===== src/rtl/cache_bank_ctrl.sv =====
`default_nettype none
// ============================================================================
//  Module      : cache_bank_ctrl
//  Description : Two-requester front end for a dual-port cache bank with a
//                per-line written bitmap and a conflict stall counter.
//  Revision    : 1.0 - initial release
// ============================================================================

`ifndef DATA_WIDTH
`define DATA_WIDTH 32
`endif
`ifndef CACHE_BANK_ADDRESS_WIDTH
`define CACHE_BANK_ADDRESS_WIDTH 6
`endif
`ifndef CACHE_BANK_LINES
`define CACHE_BANK_LINES (2**`CACHE_BANK_ADDRESS_WIDTH)
`endif

module cache_bank_ctrl #(
  parameter int DATA_WIDTH = `DATA_WIDTH,
  parameter int ADDR_WIDTH = `CACHE_BANK_ADDRESS_WIDTH,
  parameter int LINES      = `CACHE_BANK_LINES
) (
  input  logic                  clk,
  input  logic                  reset,
  input  logic                  flush,

  input  logic                  req0_valid,
  output logic                  req0_ready,
  input  logic                  req0_write,
  input  logic [ADDR_WIDTH-1:0] req0_addr,
  input  logic [DATA_WIDTH-1:0] req0_wdata,

  input  logic                  req1_valid,
  output logic                  req1_ready,
  input  logic                  req1_write,
  input  logic [ADDR_WIDTH-1:0] req1_addr,
  input  logic [DATA_WIDTH-1:0] req1_wdata,

  output logic                  rsp0_valid,
  output logic [DATA_WIDTH-1:0] rsp0_data,
  output logic                  rsp0_hit,

  output logic                  rsp1_valid,
  output logic [DATA_WIDTH-1:0] rsp1_data,
  output logic                  rsp1_hit,

  output logic [ADDR_WIDTH-1:0] bank_addr_A,
  output logic [DATA_WIDTH-1:0] bank_dataIn_A,
  output logic                  bank_wen_A,
  input  logic [DATA_WIDTH-1:0] bank_dataOut_A,

  output logic [ADDR_WIDTH-1:0] bank_addr_B,
  output logic [DATA_WIDTH-1:0] bank_dataIn_B,
  output logic                  bank_wen_B,
  input  logic [DATA_WIDTH-1:0] bank_dataOut_B,

  output logic [15:0]           conflict_count
);

  logic [LINES-1:0] r_written;
  logic             r_rsp0Valid;
  logic             r_rsp0Hit;
  logic             r_rsp1Valid;
  logic             r_rsp1Hit;
  logic [15:0]      r_conflictCount;

  logic             w_conflict;
  logic             w_acc0;
  logic             w_acc1;

  // A write on either side of a same-line pair stalls requester 1; read/read may share.
  assign w_conflict = req0_valid & req1_valid & (req0_addr == req1_addr) &
                      (req0_write | req1_write);

  assign req0_ready = ~reset & ~flush;
  assign req1_ready = ~reset & ~flush & ~w_conflict;

  assign w_acc0 = req0_valid & req0_ready;
  assign w_acc1 = req1_valid & req1_ready;

  assign bank_addr_A   = w_acc0 ? req0_addr  : '0;
  assign bank_dataIn_A = w_acc0 ? req0_wdata : '0;
  assign bank_wen_A    = w_acc0 ? ~req0_write : 1'b1;

  assign bank_addr_B   = w_acc1 ? req1_addr  : '0;
  assign bank_dataIn_B = w_acc1 ? req1_wdata : '0;
  assign bank_wen_B    = w_acc1 ? ~req1_write : 1'b1;

  always_ff @(posedge clk or posedge reset) begin
    if (reset) begin
      r_written       <= '0;
      r_rsp0Valid     <= 1'b0;
      r_rsp0Hit       <= 1'b0;
      r_rsp1Valid     <= 1'b0;
      r_rsp1Hit       <= 1'b0;
      r_conflictCount <= '0;
    end else begin
      // Hit reflects the bitmap before this edge's update, so flush cannot touch it.
      r_rsp0Valid <= w_acc0 & ~req0_write;
      r_rsp0Hit   <= w_acc0 & ~req0_write & r_written[req0_addr];
      r_rsp1Valid <= w_acc1 & ~req1_write;
      r_rsp1Hit   <= w_acc1 & ~req1_write & r_written[req1_addr];

      if (flush) begin
        r_written <= '0;
      end else begin
        if (w_acc0 & req0_write) r_written[req0_addr] <= 1'b1;
        if (w_acc1 & req1_write) r_written[req1_addr] <= 1'b1;
      end

      if (w_conflict & ~flush & (r_conflictCount != 16'hFFFF))
        r_conflictCount <= r_conflictCount + 16'd1;
    end
  end

  assign rsp0_valid     = r_rsp0Valid;
  assign rsp0_hit       = r_rsp0Hit;
  assign rsp0_data      = bank_dataOut_A;
  assign rsp1_valid     = r_rsp1Valid;
  assign rsp1_hit       = r_rsp1Hit;
  assign rsp1_data      = bank_dataOut_B;
  assign conflict_count = r_conflictCount;

endmodule

`default_nettype wire

===== config.mk =====
export PLATFORM = sky130hd
export DESIGN_NAME = cache_bank_ctrl
export DESIGN_NICKNAME = d
export VERILOG_FILES = /design/src/rtl/cache_bank_ctrl.sv
export SDC_FILE = /design/constraint.sdc
export NUM_CORES = 1
export LEC_CHECK = 0
export ABC_AREA = 1
export ABC_CLOCK_PERIOD_IN_PS = 3650
export CORE_MARGIN = 8
export CORE_UTILIZATION = 46
export CTS_CLUSTER_SIZE = 40
export DETAILED_ROUTE_END_ITERATION = 6
export PLACE_DENSITY = 0.9
export SLEW_MARGIN = 25
export SYNTH_ARGS = -nofsm -noshare
export SYNTH_HDL_FRONTEND = slang
export SYNTH_SLANG_ARGS = --single-unit

===== constraint.sdc =====
create_clock -name clk -period 3.65 [get_ports clk]
set_input_delay 0.73 -clock clk [delete_from_list [all_inputs] [get_ports clk]]
set_output_delay 0.73 -clock clk [all_outputs]
set_load 0.005 [all_outputs]

==> run_results.csv <==
group,metric,value,unit
global_routing,grt_util_all_layers,28.7,%
floorplan,start_util,47.0,%
logic_synthesis,syn_avg_cell_area,5.47,um^2
timing,max_freq,284,MHz
detailed_routing,vias,9876,
power_and_ir_drop,vdd_ir_drop_max,0.217,mV
timing,min_period,3.52,ns
clock_tree,cts.htree.levels,3,
floorplan,design.core.area,18000,um^2
floorplan,dieWidth,152,um
logic_synthesis,syn_inst,1548,
logic_synthesis,synth_top_area_share,24.8,%
clock_tree,hold_buffers,0,
timing,finalSetupTns,0,ns
placed_design,place_ws,0.167,ns
clock_tree,cts_sinks,84,
logic_synthesis,synth_cell_types,28,
logic_synthesis,synth_warnings,0,
detailed_routing,routedWlPerCell,18.0,um
worst_setup_path,crit_type,"in -> out",
detailed_routing,first_pass_iters,7,
layout,drive_above_1_share,4.70,%
power_and_ir_drop,combPwrFrac,26.2,%
placed_design,io_buffers,182,
power_and_ir_drop,pwr-share-seq,37.2,%
clock_tree,cts_inserted_buffers,9,
clock_tree,cts_tree,"done",
placed_design,placed_area,9930,um^2
timing,setup_viol,0,
detailed_routing,drt_iter0_drc,1154,
worst_setup_path,start_kind,"input pin",
power_and_ir_drop,netSwitchingFraction,34.8,%
clock_tree,insertion_delay,0.36,ns
clock_tree,post_cts_buffers,0,
layout,stdcell_count,1868,
global_routing,grt_pass1_vias,9064,
detailed_routing,antenna_left,0,
layout,num-nets-final,1781,
logic_synthesis,ys_ff_latch,84,
timing,fin_worst_skew,0.0119,ns
layout,fin_util,56.8,%
logic_synthesis,synth_seq_area_share,24.8,%
floorplan,die_h,152,um
detailed_routing,drc,0,
logic_synthesis,syn_nets,1696,
worst_hold_path,hold_path.class,"reg -> reg",
status,status,"complete, no violations",
power_and_ir_drop,powerDensity,257,nW/um^2
placed_design,gp_congestion,1.02,
power_and_ir_drop,p_switching,0.915,mW
clock_tree,path_clk_slew,0.08,ns
layout,syn_to_final_growth,20.9,%
clock_tree,cts_max_path_buffers,2,
logic_synthesis,syn_area,8460,um^2
worst_setup_path,worstReg2RegStart,"conflict_count[1]",
global_routing,grt_antenna_before_repair,2,
detailed_routing,drt-total-wl,33600,um
placed_design,dp_cells,1851,
floorplan,rows,49,
power_and_ir_drop,pwr-share-clk,36.6,%
timing,tightest_slew,0.766,ns
timing,hold_ws,0.534,ns
job,drv_cap,0,
detailed_routing,vias_per_cell,5.29,
power_and_ir_drop,leakage,5.42,nW
power_and_ir_drop,p_int,1.72,mW
worst_setup_path,endpoint_kind,"primary output",
worst_setup_path,critPathArrivalTime,2.79,ns
layout,fill_cells,1823,
worst_hold_path,min_from,"conflict_count[0]",
worst_setup_path,cp_data_required_time,2.92,ns
logic_synthesis,yosysTopAreaCell,"dfrtp_1",
timing,drv_slew,0,
power_and_ir_drop,total_power,2.63,mW
floorplan,io_pins,311,
timing,min_period_over_period,96.4,%
worst_setup_path,worst-path-max-fanout,39,
timing,slew_headroom,48.9,%
clock_tree,cts-root-buf,"clkbuf_16",
placed_design,hpwlAfterDp,24700,um
global_routing,globalRouteOverflowTotal,0,
global_routing,grt_start_max_net_pins,67,
timing,hold_violations,0,
timing,rsz0062_at_grt,"false",
clock_tree,cts_resized,0,
layout,final_area,10200,um^2
logic_synthesis,synth_area_leaders,"dfrtp_1 (25%), nand2_1 (23%), nor2_1 (16%), inv_1 (9.8%), buf_4 (6.7%)",
global_routing,grt_pass1_wl,51000,um
floorplan,die-area,23000,um^2
worst_setup_path,startpoint,"req0_addr[1]",
timing,worst_slack,0.132,ns
## final timing paths
check | endpoint | slack, ns | depth (start not counted)
max | bank_addr_B[0] | 0.13 | 12
min | conflict_count[0] | 0.53 | 1
max reg2reg | conflict_count[2] | 1.65 | 8
min reg2reg | conflict_count[0] | 0.53 | 1
max in group asynchronous | r_written[39] | 2.08 | 3
min in group asynchronous | conflict_count[10] | 0.85 | 2
## power by group through the flow
stage	logic, mW	clock network (mW)	registers, mW
6_report	0.689	0.963	0.979
5_1_grt	0.757	1.01	0.981
4_1_cts	0.681	0.970	0.978
3_5_place_dp	0.678	0	0.996
3_3_place_gp	0.670	0	0.995
2_1_floorplan	0.447	0	0.992
## Yosys cell counts
| master | count |
|---|---|
| nand2_1 | 526 |
| nor2_1 | 361 |
| inv_1 | 222 |
| dfrtp_1 | 84 |
| buf_4 | 75 |
| nand4_1 | 73 |
| nand3_1 | 60 |
| clkbuf_1 | 28 |
| buf_2 | 25 |
| inv_2 | 13 |
| o211ai_1 | 11 |
| buf_6 | 10 |
| o21ai_0 | 10 |
| o21bai_1 | 7 |
| nor3_1 | 6 |
| o21ai_1 | 6 |
| xor2_1 | 6 |
| a21oi_1 | 5 |
| buf_1 | 5 |
| xnor2_1 | 4 |
| nor2_4 | 3 |
| nor2_2 | 2 |
| ha_1 | 1 |
| nand3_2 | 1 |
| nand3_4 | 1 |
| nand3b_1 | 1 |
| nor3_2 | 1 |
| nor4_1 | 1 |
## routing by layer
layer	global-route usage [%]	part of all wire [%]	vias up
met4	14.4	4.8	0
met5	0	0	-
met1	34.8	36	4357
li1	-	-	4739
met2	47.3	47	664
met3	5.91	12	116
## state kept, by name, indices dropped and copies added, names as in the netlist
signal and count:
rsp1_hit 1, r_written 64, rsp1_valid 1, rsp0_hit 1
conflict_count 16, rsp0_valid 1
## area by class of cell
class | instances | area, um^2 | share of cell area (%)
Multi-Input combinational cell | 1086 | 4560 | 44.6
Sequential cell | 84 | 2100 | 20.5
Timing Repair Buffer | 217 | 2100 | 20.5
Inverter | 235 | 883 | 8.63
Tap cell | 229 | 287 | 2.80
Clock buffer | 9 | 225 | 2.20
Clock inverter | 7 | 76.3 | 0.746
Antenna cell | 1 | 2.50 | 0.0244
## cell families after synthesis
| logic type | count (synthesis) | synth area share, % |
|---|---|---|
| XOR/XNOR | 10 | 1.03 |
| buffers and inverters | 378 | 21.3 |
| flip-flops | 84 | 24.8 |
| adder cells (fa/ha/maj) | 1 | 0.148 |
| AO/OA/AOI/OAI | 39 | 2.84 |
| AND/OR/NAND/NOR | 1036 | 49.8 |
## placed cells by master, fill, tap and decap left out, types with 2 or more instances in the layout
cell and count:
inv_1 221, nand2_1 526, inv_8 3, dfrtp_1 84, buf_4 33, o21ai_0 10
o211ai_1 11, o21bai_1 7, nand4_1 73, buf_12 2, nor3_1 6, o21ai_1 6
xor2_1 6, clkbuf_16 9, inv_2 13, xnor2_1 4, nand3_1 60, clkdlybuf4s50_1 178
nor2_2 2, buf_2 3, nor2_4 4, nor2_1 360, a21oi_1 5, inv_6 2
## worst max-delay path, stage by stage
cell             delay, ns
clkdlybuf4s50_1       0.60
inv_2                 0.10
nand2_1               0.07
nand2_1               0.07
nor2_1                0.11
nand2_1               0.09
nor2_4                0.12
nor2_4                0.04
nand2_1               0.10
buf_12                0.21
nor2_1                0.07
clkdlybuf4s50_1       0.46
No activity file was read; power rests on OpenSTA's default activity.
